### config.mk
export PLATFORM = sky130hd
export DESIGN_NAME = mem_access_unit
export DESIGN_NICKNAME = d
export VERILOG_FILES = /design/src/rtl/mem_access_unit.sv
export SDC_FILE = /design/constraint.sdc
export NUM_CORES = 1
export LEC_CHECK = 0
export BUFFER_PORTS_ARGS = -buffer_cell sky130_fd_sc_hd__buf_2
export CAP_MARGIN = 20
export CORE_ASPECT_RATIO = 0.6
export CORE_MARGIN = 1
export CORE_UTILIZATION = 53
export DETAILED_ROUTE_END_ITERATION = 10
export PLACE_DENSITY = 0.95
export SLEW_MARGIN = 20
export SYNTH_ARGS = -nofsm -noshare
export SYNTH_HDL_FRONTEND = slang
export SYNTH_SLANG_ARGS = --single-unit
### constraint.sdc
create_clock -name clk -period 2.9 [get_ports clk]
set_input_delay 0.145 -clock clk [delete_from_list [all_inputs] [get_ports clk]]
set_output_delay 0.145 -clock clk [all_outputs]
set_load 0.1 [all_outputs]
### src/rtl/mem_access_unit.sv
// mem_access_unit: MEM_OP load/store sequencer over a req/gnt/rvalid bus.
// Build option MISALIGNED_SPLIT_EN splits misaligned accesses instead of trapping.
module mem_access_unit #(
    parameter int ADDR_W  = 32,
    parameter int TIMEOUT = 16
) (
    input  logic              clk,
    input  logic              rst_n,
    input  logic              req_valid,
    output logic              req_ready,
    input  logic [3:0]        req_type,
    input  logic [ADDR_W-1:0] req_addr,
    input  logic [31:0]       req_wdata,
    output logic              rsp_valid,
    output logic [31:0]       rsp_rdata,
    output logic              rsp_err,
    output logic [31:0]       rsp_cause,
    output logic              busy,
    output logic              mem_req,
    input  logic              mem_gnt,
    output logic              mem_we,
    output logic [3:0]        mem_be,
    output logic [ADDR_W-1:0] mem_addr,
    output logic [31:0]       mem_wdata,
    input  logic              mem_rvalid,
    input  logic [31:0]       mem_rdata,
    input  logic              mem_err
);

    localparam int CNT_W = $clog2(TIMEOUT + 1);
    localparam int CW    = (CNT_W < 1) ? 1 : CNT_W;

    localparam logic [1:0] SZ_BYTE = 2'b11;
    localparam logic [1:0] SZ_HALF = 2'b01;
    localparam logic [1:0] SZ_WORD = 2'b10;

`ifdef MISALIGNED_SPLIT_EN
    localparam bit SPLIT = 1'b1;
    typedef enum logic [2:0] {
        IDLE, BUS_REQ, BUS_WAIT, RESP, BUS_REQ2, BUS_WAIT2
    } state_t;
`else
    localparam bit SPLIT = 1'b0;
    typedef enum logic [2:0] {
        IDLE, BUS_REQ, BUS_WAIT, RESP
    } state_t;
`endif

    state_t            state, state_nx;
    logic              r_load, r_uns;
    logic [1:0]        r_size;
    logic [ADDR_W-1:0] r_addr;
    logic [31:0]       r_wdata;
    logic [CW-1:0]     cnt;
    logic [31:0]       rdata_q;
    logic              err_q;
    logic [2:0]        cause_q;

    logic              accept, in_nop, in_misal, tmo;
    logic [1:0]        off;
    logic [3:0]        be_base, be_lo;
    logic [31:0]       wd_rep, wd_lo;
    logic [ADDR_W-1:0] word_addr;

    assign accept    = req_valid && (state == IDLE);
    assign in_nop    = (req_type[2:1] == 2'b00);
    assign in_misal  = ((req_type[2:1] == SZ_HALF) && req_addr[0]) ||
                       ((req_type[2:1] == SZ_WORD) && (req_addr[1:0] != 2'b00));
    assign tmo       = (TIMEOUT != 0) && (cnt == CW'(TIMEOUT - 1));
    assign off       = r_addr[1:0];
    assign word_addr = {r_addr[ADDR_W-1:2], 2'b00};

    always_comb begin
        be_base = 4'b0000;
        wd_rep  = r_wdata;
        case (r_size)
            SZ_BYTE: begin
                be_base = 4'b0001;
                wd_rep  = {4{r_wdata[7:0]}};
            end
            SZ_HALF: begin
                be_base = 4'b0011;
                wd_rep  = {2{r_wdata[15:0]}};
            end
            SZ_WORD: be_base = 4'b1111;
            default: be_base = 4'b0000;
        endcase
    end

`ifdef MISALIGNED_SPLIT_EN
    logic        r_misal, r_cross;
    logic [7:0]  be8;
    logic [3:0]  be_hi;
    logic [31:0] wd_raw, wd_hi, lo_q;
    logic [63:0] w64;

    assign r_misal = ((r_size == SZ_HALF) && off[0]) ||
                     ((r_size == SZ_WORD) && (off != 2'b00));
    assign r_cross = ((r_size == SZ_HALF) && (off == 2'b11)) ||
                     ((r_size == SZ_WORD) && (off != 2'b00));
    assign be8     = {4'b0000, be_base} << off;
    assign be_lo   = be8[3:0];
    assign be_hi   = be8[7:4];
    assign wd_raw  = (r_size == SZ_BYTE) ? {24'b0, r_wdata[7:0]} :
                     (r_size == SZ_HALF) ? {16'b0, r_wdata[15:0]} : r_wdata;
    assign w64     = {32'b0, wd_raw} << {off, 3'b000};
    assign wd_lo   = r_misal ? w64[31:0] : wd_rep;
    assign wd_hi   = w64[63:32];
`else
    assign be_lo   = be_base << off;
    assign wd_lo   = wd_rep;
`endif

    // Lanes are taken from a 64-bit window so split loads merge before extension.
    function automatic logic [31:0] extract(input logic [63:0] w,
                                            input logic [1:0]  sz,
                                            input logic [1:0]  o,
                                            input logic        uns);
        logic [63:0] s;
        s = w >> {o, 3'b000};
        case (sz)
            SZ_BYTE: extract = {{24{~uns & s[7]}}, s[7:0]};
            SZ_HALF: extract = {{16{~uns & s[15]}}, s[15:0]};
            default: extract = s[31:0];
        endcase
    endfunction

    always_ff @(posedge clk) begin
        if (!rst_n) state <= IDLE;
        else        state <= state_nx;
    end

    always_comb begin
        state_nx = state;
        unique case (state)
            IDLE: begin
                if (accept) begin
                    if (in_nop || (in_misal && !SPLIT)) state_nx = RESP;
                    else                                state_nx = BUS_REQ;
                end
            end
            BUS_REQ: begin
                if (mem_gnt)  state_nx = BUS_WAIT;
                else if (tmo) state_nx = RESP;
            end
            BUS_WAIT: begin
                if (mem_rvalid) begin
`ifdef MISALIGNED_SPLIT_EN
                    state_nx = (!mem_err && r_cross) ? BUS_REQ2 : RESP;
`else
                    state_nx = RESP;
`endif
                end else if (tmo) begin
                    state_nx = RESP;
                end
            end
`ifdef MISALIGNED_SPLIT_EN
            BUS_REQ2: begin
                if (mem_gnt)  state_nx = BUS_WAIT2;
                else if (tmo) state_nx = RESP;
            end
            BUS_WAIT2: begin
                if (mem_rvalid || tmo) state_nx = RESP;
            end
`endif
            RESP:    state_nx = IDLE;
            default: state_nx = IDLE;
        endcase
    end

    always_ff @(posedge clk) begin
        if (!rst_n) begin
            r_load  <= 1'b0;
            r_uns   <= 1'b0;
            r_size  <= 2'b00;
            r_addr  <= '0;
            r_wdata <= '0;
            cnt     <= '0;
            rdata_q <= '0;
            err_q   <= 1'b0;
            cause_q <= 3'd0;
`ifdef MISALIGNED_SPLIT_EN
            lo_q    <= '0;
`endif
        end else begin
            unique case (state)
                IDLE: begin
                    if (accept) begin
                        r_load  <= req_type[3];
                        r_uns   <= req_type[0];
                        r_size  <= req_type[2:1];
                        r_addr  <= req_addr;
                        r_wdata <= req_wdata;
                        cnt     <= '0;
                        rdata_q <= '0;
                        err_q   <= in_misal && !SPLIT;
                        cause_q <= (in_misal && !SPLIT) ?
                                   (req_type[3] ? 3'd4 : 3'd6) : 3'd0;
                    end
                end
`ifdef MISALIGNED_SPLIT_EN
                BUS_REQ, BUS_REQ2: begin
`else
                BUS_REQ: begin
`endif
                    cnt <= cnt + 1'b1;
                    if (!mem_gnt && tmo) begin
                        err_q   <= 1'b1;
                        cause_q <= r_load ? 3'd5 : 3'd7;
                    end
                end
                BUS_WAIT: begin
                    cnt <= cnt + 1'b1;
                    if (mem_rvalid) begin
                        if (mem_err) begin
                            err_q   <= 1'b1;
                            cause_q <= r_load ? 3'd5 : 3'd7;
`ifdef MISALIGNED_SPLIT_EN
                        end else if (r_cross) begin
                            lo_q <= mem_rdata;
                            cnt  <= '0;
`endif
                        end else if (r_load) begin
                            rdata_q <= extract({32'b0, mem_rdata}, r_size, off, r_uns);
                        end
                    end else if (tmo) begin
                        err_q   <= 1'b1;
                        cause_q <= r_load ? 3'd5 : 3'd7;
                    end
                end
`ifdef MISALIGNED_SPLIT_EN
                BUS_WAIT2: begin
                    cnt <= cnt + 1'b1;
                    if ((mem_rvalid && mem_err) || (!mem_rvalid && tmo)) begin
                        err_q   <= 1'b1;
                        cause_q <= r_load ? 3'd5 : 3'd7;
                    end else if (mem_rvalid && r_load) begin
                        rdata_q <= extract({mem_rdata, lo_q}, r_size, off, r_uns);
                    end
                end
`endif
                default: ;
            endcase
        end
    end

    always_comb begin
        req_ready = (state == IDLE);
        busy      = (state != IDLE);
        rsp_valid = (state == RESP);
        rsp_rdata = rsp_valid ? rdata_q : '0;
        rsp_err   = rsp_valid && err_q;
        rsp_cause = rsp_valid ? {29'b0, cause_q} : '0;
        mem_req   = 1'b0;
        mem_we    = 1'b0;
        mem_be    = 4'b0000;
        mem_addr  = '0;
        mem_wdata = '0;
        if (state == BUS_REQ) begin
            mem_req   = 1'b1;
            mem_we    = !r_load;
            mem_be    = be_lo;
            mem_addr  = word_addr;
            mem_wdata = wd_lo;
        end
`ifdef MISALIGNED_SPLIT_EN
        if (state == BUS_REQ2) begin
            mem_req   = 1'b1;
            mem_we    = !r_load;
            mem_be    = be_hi;
            mem_addr  = word_addr + ADDR_W'(4);
            mem_wdata = wd_hi;
        end
`endif
    end

endmodule

==> results.cfg, run 1 <==
[outcome]
outcome = finished, final reports clean

[die]
die_area_sq_mm = 0.0120
die_height_um = 85.4
start_util_pct = 54.4
num_rows = 30
die_w_um = 141
fp.coreArea_sq_mm = 0.0113
pin_count = 244

[drt]
firstDrtPassIters = 6
drc = 0
vias = 6297
totalWireLength_mm = 18.3
wl_per_cell_um = 15.8
antenna_left = 0
via_per_inst = 5.44
drtIter0Drc = 356

[timing]
post-route-period-util_pct = 91.5
maxSlewHeadroom_pct = 48.1
finalMaxSlewViolations = 0
tightest_slew_ps = 777
finClkSkew_ps = 8.56
rsz0062_at_grt = false
setup_viol = 0
hold_viol_final = 0
fin_crit_ps = 2650
clock.fmax_mhz = 377

[placement]
dp_cells = 1141
io_buffers = 212
gp_congestion = 0.931
dpl.hpwl_mm = 13.4

[clock_tree]
clkSinkCount = 111
post-cts-setup-buffers = 0
cts-root-buf = clkbuf_16
cts.path.max_buffers = 2
htreeDepth = 3
clk_pin_slew_ps = 80
cts_made_buffers = 9
clock_latency_ps = 350
hold_buffers = 0
ctsResizeCount = 0
cts_tree = yes

[synthesis]
synth.avg_cell_area_sq_um = 7.43
ys_seq_elements = 111
synth_flop_cell = dfxtp_1
synth_edf_count = 0
syn_inst = 827
seq_area_frac_synth_pct = 36.2
yosysUniqueCellTypes = 48
async_flop_share_pct = 0
syn_area_sq_mm = 0.00614
yosys_warnings = 0

[worst_setup_path]
crit_slowest_cell = ha_1
rrSetupSlack_ps = 700
cp_max_fo = 13
required_ps = 2760
crit_type = flip-flop to primary output
endpoint = mem_wdata[9]
critPathLaunch = r_size[0]
cp_data_arrival_time_ps = 2510
startpoint_type = flip-flop
reg2reg_to = err_q
worst_r2r_path_depth = 6
cp_cell_sequence = ha_1 > nand2b_1 > nand2_1 > a21oi_1 > buf_2
timing.rr.start = state[0]
endpoint_kind = primary output
cp_slowest_stage_delay_ps = 510

[finish]
stdcell_count = 1157
n_antenna_cell = 0
fill_cells = 918
nets = 1105
drive_above_1_share_pct = 27.2
area_growth_pct = 25.7

[hold_path]
worstHoldPathType = input pin to flip-flop

[global_routing]
gr-total-overflow = 0
grt_pass1_wl_mm = 28.5
antenna_found_initial = 0
grt_max_degree = 65
grt_use_total_pct = 30.0
grt_pass1_vias = 5726

[power]
power_w = 0.00357
ir_drop_uv = 351
power_density_mw_per_mm2 = 462
leakagePower_nw = 3.35

[flow_run]
max_cap_viol_count = 0
-- metrics by stage --
step | TNS, ps | utilization [%] | cell area, sq um | hold WS, ps | worst slack, ps
2_1_floorplan | -820 | - | 6330 | 281 | -106
3_3_place_gp | 0 | 65.6 | 7410 | 385 | 664
3_5_place_dp | 0 | 65.6 | 7410 | 393 | 633
4_1_cts | 0 | 68.4 | 7730 | 18.3 | 260
5_1_grt | 0 | 68.4 | 7730 | 12.6 | 132
6_report | 0 | 68.4 | 7730 | 28.5 | 247
-- power breakdown --
group / total (W) / switching, W / internal [W] / leakage (nW)
clock: 0.00129 / 0.000584 / 0.000708 / 0.156
sequential: 0.00162 / 0.0000474 / 0.00158 / 0.903
combinational: 0.000653 / 0.000483 / 0.000170 / 2.29
-- layer usage --
metal | up-vias | GRT usage, % | part of all wire (%)
li1 | 3050 | - | -
met1 | 2912 | 38.7 | 43
met2 | 309 | 50.9 | 47
met3 | 26 | 6.88 | 8.9
met4 | 0 | 7.21 | 1.3
met5 | - | 0 | 0
-- critical path: cells and delay by family, from the launching register on --
kind                     cells  cell delay (ps)
flip-flops                   1              410
buffers and inverters        1              470
AO/OA/AOI/OAI                1              230
AND/OR/NAND/NOR              2              550
adder cells (fa/ha/maj)      1              510
-- cells in the mapped netlist (all sizes together), types with 2 or more instances --
cell	instances	share of area [%]
nand2	221	14
dfxtp	111	36
a21oi	106	8.6
and2	77	7.8
buf	61	6.8
clkbuf	43	2.7
a31oi	25	2.5
mux2i	20	3.3
and3	19	1.9
a22oi	18	2.2
nor2	14	0.86
nand3	10	0.81
o21ai	10	0.81
a211oi	9	1.1
a21o	8	0.98
ha	7	1.4
inv	7	0.43
mux2	7	1.3
o211ai	7	0.86
o2bb2ai	7	1.0
nand2b	6	0.61
nand3b	4	0.49
o22ai	3	0.31
or3	3	0.39
a311oi	2	0.29
nor2b	2	0.20
nor3	2	0.16
nor3b	2	0.33
nor4b	2	0.29
or2	2	0.20
xnor2	2	0.29
-- cells by family after synthesis --
kind of cell | Yosys count | share of synthesized area, %
and+or+nand+nor | 369 | 28.4
AOI/OAI and AO/OA | 198 | 19.2
adders and majority gates | 7 | 1.43
xor gates and xnor gates | 3 | 0.428
buffers and inverters | 111 | 9.86
other | 1 | 0.0610
DFF | 111 | 36.2
muxes | 27 | 4.54
-- state kept, by name, summed over array words and instances, names as in the netlist --
name     count
cnt          5
r_wdata     32
cause_q      2
state        3
err_q        1
r_size       2
r_load       1
r_addr      32
rdata_q     32
r_uns        1
-- cell type report --
class                      instances  area (sq um)  share of cell area, %
tap                              160           200                   2.59
sequential                       111          2220                   28.8
inverter                           7          26.3                  0.340
clock buffer                      10           239                   3.09
multi-input combinational        636          3500                   45.4
timing repair buffer             227          1460                   18.9
clock inverter                     6          77.6                   1.00
-- cells in the final DEF (no fill, tap or decap), types with 6 or more instances in the layout --
cell type  count
nand2b_1       6
o2bb2ai_1      7
buf_4         14
and3_1        19
o211ai_1       7
a21oi_1      102
nand2_1      221
buf_12        19
nand3_1       10
a211oi_1       9
a22oi_1       18
ha_1           7
and2_1        76
clkbuf_16      9
nor2_1        13
mux2i_1       20
a31oi_1       20
buf_2        194
o21ai_0       10
conb_1        32
mux2_2         7
a21o_1         8
dfxtp_1      111
-- worst min-delay path by stage --
stage	cells after the start	to	startpoint
final	3	r_addr[22]	req_addr[22]
after CTS	3	r_addr[6]	req_addr[6]
after detailed placement	3	r_addr[6]	req_addr[6]
after floorplan	2	r_addr[10]	req_addr[10]
after global placement	3	r_addr[23]	req_addr[23]
after global routing	3	r_addr[6]	req_addr[6]
Note: power is estimated with default switching activity, not from simulation.
==> inputs of run 2 (changes only) <==
==> constraint.sdc (replaced) <==
create_clock -name clk -period 2.9 [get_ports clk]
set_input_delay 0.725 -clock clk [delete_from_list [all_inputs] [get_ports clk]]
set_output_delay 0.725 -clock clk [all_outputs]
set_load 0.1 [all_outputs]
==> run 2 against run 1 <==
Cell area grew 19%. Critical path depth shrank 1. Highest routed layer is now met5. Largest cell class unchanged. Clock power shrank 4%. Core utilization grew 13 points.
==> results.cfg, run 2 (synthesis results as in run 1) <==
[outcome]
outcome = finished, final reports clean

[finish]
top_regs = r_addr x32, r_wdata x32, rdata_q x32
layout_common_cells = 221 x nand2_1, 110 x dfxtp_1, 107 x buf_2, 107 x buf_12, 89 x a21oi_1
nets = 1105
fin_util_pct = 81.1
final_common_cell = nand2_1
drive_above_1_share_pct = 31.0
area_growth_pct = 49.1

[clock_tree]
clkSinkCount = 111
htreeDepth = 3
clk_pin_slew_ps = 80
cts_made_buffers = 9
hold_buffers = 0
cts-root-buf = clkbuf_16
cts_tree = yes
cts.path.max_buffers = 2
clock_latency_ps = 350

[timing]
finClkSkew_ps = 6.58
fin_crit_ps = 2830
post-route-period-util_pct = 97.7
finalMaxSlewViolations = 0
setup_viol = 0
setup_slack_ps = 66.0
hold_viol_final = 0
tightest_slew_ps = 716
clock.fmax_mhz = 353
maxSlewHeadroom_pct = 52.1

[global_routing]
met3_usage_pct = 9.88
grt_max_degree = 69
grt.busiest_layer = met2
met2_usage_pct = 58.5
grt_pass1_wl_mm = 32.4
grtUsageMet1_pct = 41.3
gr-total-overflow = 0
grt_pass1_vias = 6269
grt_use_total_pct = 34.5
antenna_found_initial = 2

[die]
die_height_um = 85.4
die_w_um = 141
die_area_sq_mm = 0.0120
num_rows = 30
fp.coreArea_sq_mm = 0.0113
start_util_pct = 54.4
pin_count = 244

[drt]
wl_per_cell_um = 17.9
via_per_inst = 5.67
vias = 6566
totalWireLength_mm = 20.7
drtIter0Drc = 575
firstDrtPassIters = 5
antenna_left = 0
drc = 0

[placement]
dpl.hpwl_mm = 15.2
gp_congestion = 0.940
io_buffers = 212
post-place-ws_ps = 303

[power]
leakagePower_nw = 3.59
ir_drop_uv = 294
power_density_mw_per_mm2 = 388
power_w = 0.00355

[hold_path]
min_path_cells = 2
hold_start = r_addr[29]
worstHoldPathType = flip-flop to flip-flop
holdPathEnd = r_addr[29]

[worst_setup_path]
cp_cell_sequence = or3b_2 > buf_6 > nor4b_4 > buf_12
timing.rr.start = state[1]
endpoint_kind = primary output
cp_data_arrival_time_ps = 2110
path_buf_inv = 2
crit_type = flip-flop to primary output
startpoint_type = flip-flop
rrSetupSlack_ps = 700
required_ps = 2170
cp_slowest_stage_delay_ps = 530
cp_max_fo = 29
crit_slowest_cell = or3b_2
crit_family = simple AND/OR/NAND/NOR gates
reg2reg_to = r_wdata[5]
worst_r2r_path_depth = 4

[flow_run]
max_cap_viol_count = 0
==> run 2: through the flow <==
stage | std cells | hold slack, ps | setup TNS [ps] | area [sq um]
6_report | 1158 | 455 | 0 | 9160
5_1_grt | 1158 | 471 | -9.75 | 9160
4_1_cts | 1157 | 454 | 0 | 9140
3_5_place_dp | 1141 | 443 | 0 | 8830
3_3_place_gp | 1141 | 438 | 0 | 8830
2_1_floorplan | 858 | 428 | -3240 | 6440
==> run 2: routing by layer <==
layer / wire length [um] / vias to the layer above
met5: 13 / -
met4: 755 / 2
met3: 2000 / 66
met2: 10100 / 343
met1: 7830 / 3102
li1: - / 3053
==> run 2: area by class of cell <==
type | instances | area (sq um)
diodes | 1 | 2.50
clock buffers | 10 | 239
clock inverters | 6 | 60.1
fillers | 679 | 2140
inverters | 7 | 26.3
multi-input cells | 636 | 3630
flip-flops and latches | 111 | 2220
well taps | 160 | 200
repair buffers | 227 | 2780
==> run 2: worst max-delay path by stage <==
| stage | startpoint | end | slack [ps] | depth (start not counted) |
|---|---|---|---|---|
| 3_5_place_dp | state[0] | mem_we | 300 | 4 |
| 2_1_floorplan | state[1] | mem_be[2] | -580 | 5 |
| 4_1_cts | state[2] | mem_be[1] | 20 | 4 |
| 5_1_grt | r_size[1] | mem_wdata[28] | -10 | 7 |
| 3_3_place_gp | state[0] | mem_we | 360 | 4 |
| 6_report | state[1] | mem_be[1] | 70 | 4 |
==> run 2: where the power goes <==
group	internal, W	switching [W]	total (W)	leakage [nW]
combinational	0.000188	0.000505	0.000693	2.54
clock	0.000629	0.000607	0.00124	0.147
sequential	0.00158	0.0000452	0.00162	0.903
==> run 2: timing repair <==
action | CTS | global route
endpoints found under the setup margin | 5 | 10
buffers inserted | 0 | 0
gates resized for setup | 2 | 6
pin swaps | 0 | 0
==> run 2: worst register-to-register path, stage by stage (launching register included) <==
cell,delay [ps]
dfxtp_1,550
or4b_4,500
buf_4,600
nand2_1,230
a21oi_1,250
==> inputs of run 3 (changes only) <==
==> constraint.sdc (replaced) <==
create_clock -name clk -period 2.9 [get_ports clk]
set_input_delay 0.725 -clock clk [delete_from_list [all_inputs] [get_ports clk]]
set_output_delay 0.725 -clock clk [all_outputs]
set_load 0.05 [all_outputs]
==> run 3 against run 2 <==
First-iteration DRC count is 7.8% lower. Sequential share of layout area is 5.4 points higher. Sequential power hardly changed. Cell area is 18% lower. Critical path type unchanged. Largest power group unchanged.
==> results.cfg, run 3 (synthesis results as in run 1) <==
[power]
power_density_mw_per_mm2 = 464
leakagePower_nw = 3.33
ir_drop_uv = 337
power_w = 0.00347

[die]
num_rows = 30
start_util_pct = 54.4
die_height_um = 85.4
pin_count = 244
fp.coreArea_sq_mm = 0.0113
die_area_sq_mm = 0.0120
die_w_um = 141

[drt]
vias = 6370
via_per_inst = 5.49
drtIter0Drc = 530
wl_per_cell_um = 15.6
totalWireLength_mm = 18.1
firstDrtPassIters = 5
drc = 0
antenna_left = 0

[worst_setup_path]
cp_data_arrival_time_ps = 2050
cp_cell_sequence = or3b_1 > buf_4 > nor4b_2 > buf_2
rrSetupSlack_ps = 720
path_buf_inv = 2
worst_r2r_path_depth = 4
critPathLaunch = state[2]
cp_slowest_stage_delay_ps = 420
crit_slowest_cell = or3b_1
crit_type = flip-flop to primary output
timing.rr.start = r_addr[1]
cp_max_fo = 29
startpoint_type = flip-flop
endpoint_kind = primary output
crit_family = simple AND/OR/NAND/NOR gates
required_ps = 2170
reg2reg_to = rdata_q[20]

[clock_tree]
cts_tree = yes
htreeDepth = 3
cts.path.max_buffers = 2
post-cts-setup-buffers = 0
ctsResizeCount = 0
cts-root-buf = clkbuf_16
cts_made_buffers = 9
hold_buffers = 0
clock_latency_ps = 350
clk_pin_slew_ps = 80
clkSinkCount = 111

[timing]
finalMaxSlewViolations = 0
finClkSkew_ps = 9.20
hold_viol_final = 0
clock.fmax_mhz = 361
final.setup.tns_ps = 0
fin_crit_ps = 2770
post-route-period-util_pct = 95.6
tightest_slew_ps = 676
maxSlewHeadroom_pct = 54.9
fin_hold_ws_ps = 457
setup_viol = 0

[placement]
dpl.hpwl_mm = 12.8
gp_congestion = 0.877
placed_area_sq_mm = 0.00715
dp_cells = 1144
io_buffers = 212

[finish]
stdcell_count = 1161
layout_common_cells = 221 x nand2_1, 210 x buf_2, 111 x dfxtp_1
final_common_cell = nand2_1
drive_above_1_share_pct = 26.9
fill_cells = 957
fin_area_sq_mm = 0.00749
nets = 1108
top_regs = r_addr x32, r_wdata x32, rdata_q x32
area_growth_pct = 21.9

[global_routing]
grt.busiest_layer = met2
grt_pass1_vias = 5569
met3_usage_pct = 6.83
antenna_found_initial = 1
gr-total-overflow = 0
grt_use_total_pct = 29.5
met2_usage_pct = 48.5
grt_pass1_wl_mm = 28.1
grt_max_degree = 73
grtUsageMet1_pct = 39.0

[hold_path]
worstHoldPathType = flip-flop to flip-flop
hold_start = r_addr[18]
holdPathEnd = r_addr[18]
min_path_cells = 2

[outcome]
outcome = finished, final reports clean

[flow_run]
max_cap_viol_count = 0
[run 3: changes by cell type in the layout (fill, tap and decap cells not counted), moves of 2 or more]
cell / before / now
inv_6: 4 / 2
a31oi_2: 6 / 3
a31oi_1: 17 / 22
and2_1: 58 / 76
a31oi_4: 2 / 0
clkbuf_4: 0 / 2
buf_2: 107 / 210
buf_4: 11 / 14
buf_12: 107 / 3
a21oi_1: 89 / 106
a21oi_2: 17 / 0
and2_2: 19 / 1
[run 3: worst min-delay path: stages, from the launching register on]
cell	delay (ps)
dfxtp_1	310
nand2_1	50
a21oi_1	50
[run 3: through the flow]
stage / util (%) / worst slack, ps
floorplan: - / 20.9
global placement: 63.3 / 475
detailed placement: 63.3 / 450
CTS: 66.1 / 65.9
global route: 66.3 / -4.61
finish: 66.3 / 127
[run 3: layer usage]
metal | wire length [um] | part of all wire (%)
met1 | 7740 | 43
met2 | 8290 | 46
met3 | 1700 | 9.4
met4 | 342 | 1.9
met5 | 0 | 0
[run 3: area by class of cell]
| type | instances | area (sq um) | share of cell area [%] |
|---|---|---|---|
| clock inverters | 6 | 83.8 | 1.12 |
| flip-flops and latches | 111 | 2220 | 29.7 |
| diodes | 1 | 2.50 | 0.0334 |
| inverters | 7 | 26.3 | 0.351 |
| well taps | 160 | 200 | 2.67 |
| clock buffers | 10 | 239 | 3.19 |
| multi-input cells | 636 | 3470 | 46.4 |
| repair buffers | 230 | 1240 | 16.6 |
[run 3: worst max-delay path by stage]
stage | cells after the start | slack (ps) | to
2_1_floorplan | 7 | 20 | mem_wdata[16]
3_5_place_dp | 5 | 450 | mem_wdata[14]
3_3_place_gp | 5 | 480 | mem_wdata[14]
6_report | 4 | 130 | mem_be[1]
5_1_grt | 7 | -5 | mem_wdata[27]
4_1_cts | 5 | 70 | mem_wdata[14]
[run 3: report_power, final]
part	switching (W)	leakage, nW	internal, W
Sequential	0.0000399	0.903	0.00158
Combinational	0.000364	2.27	0.000168
Clock	0.000609	0.158	0.000716
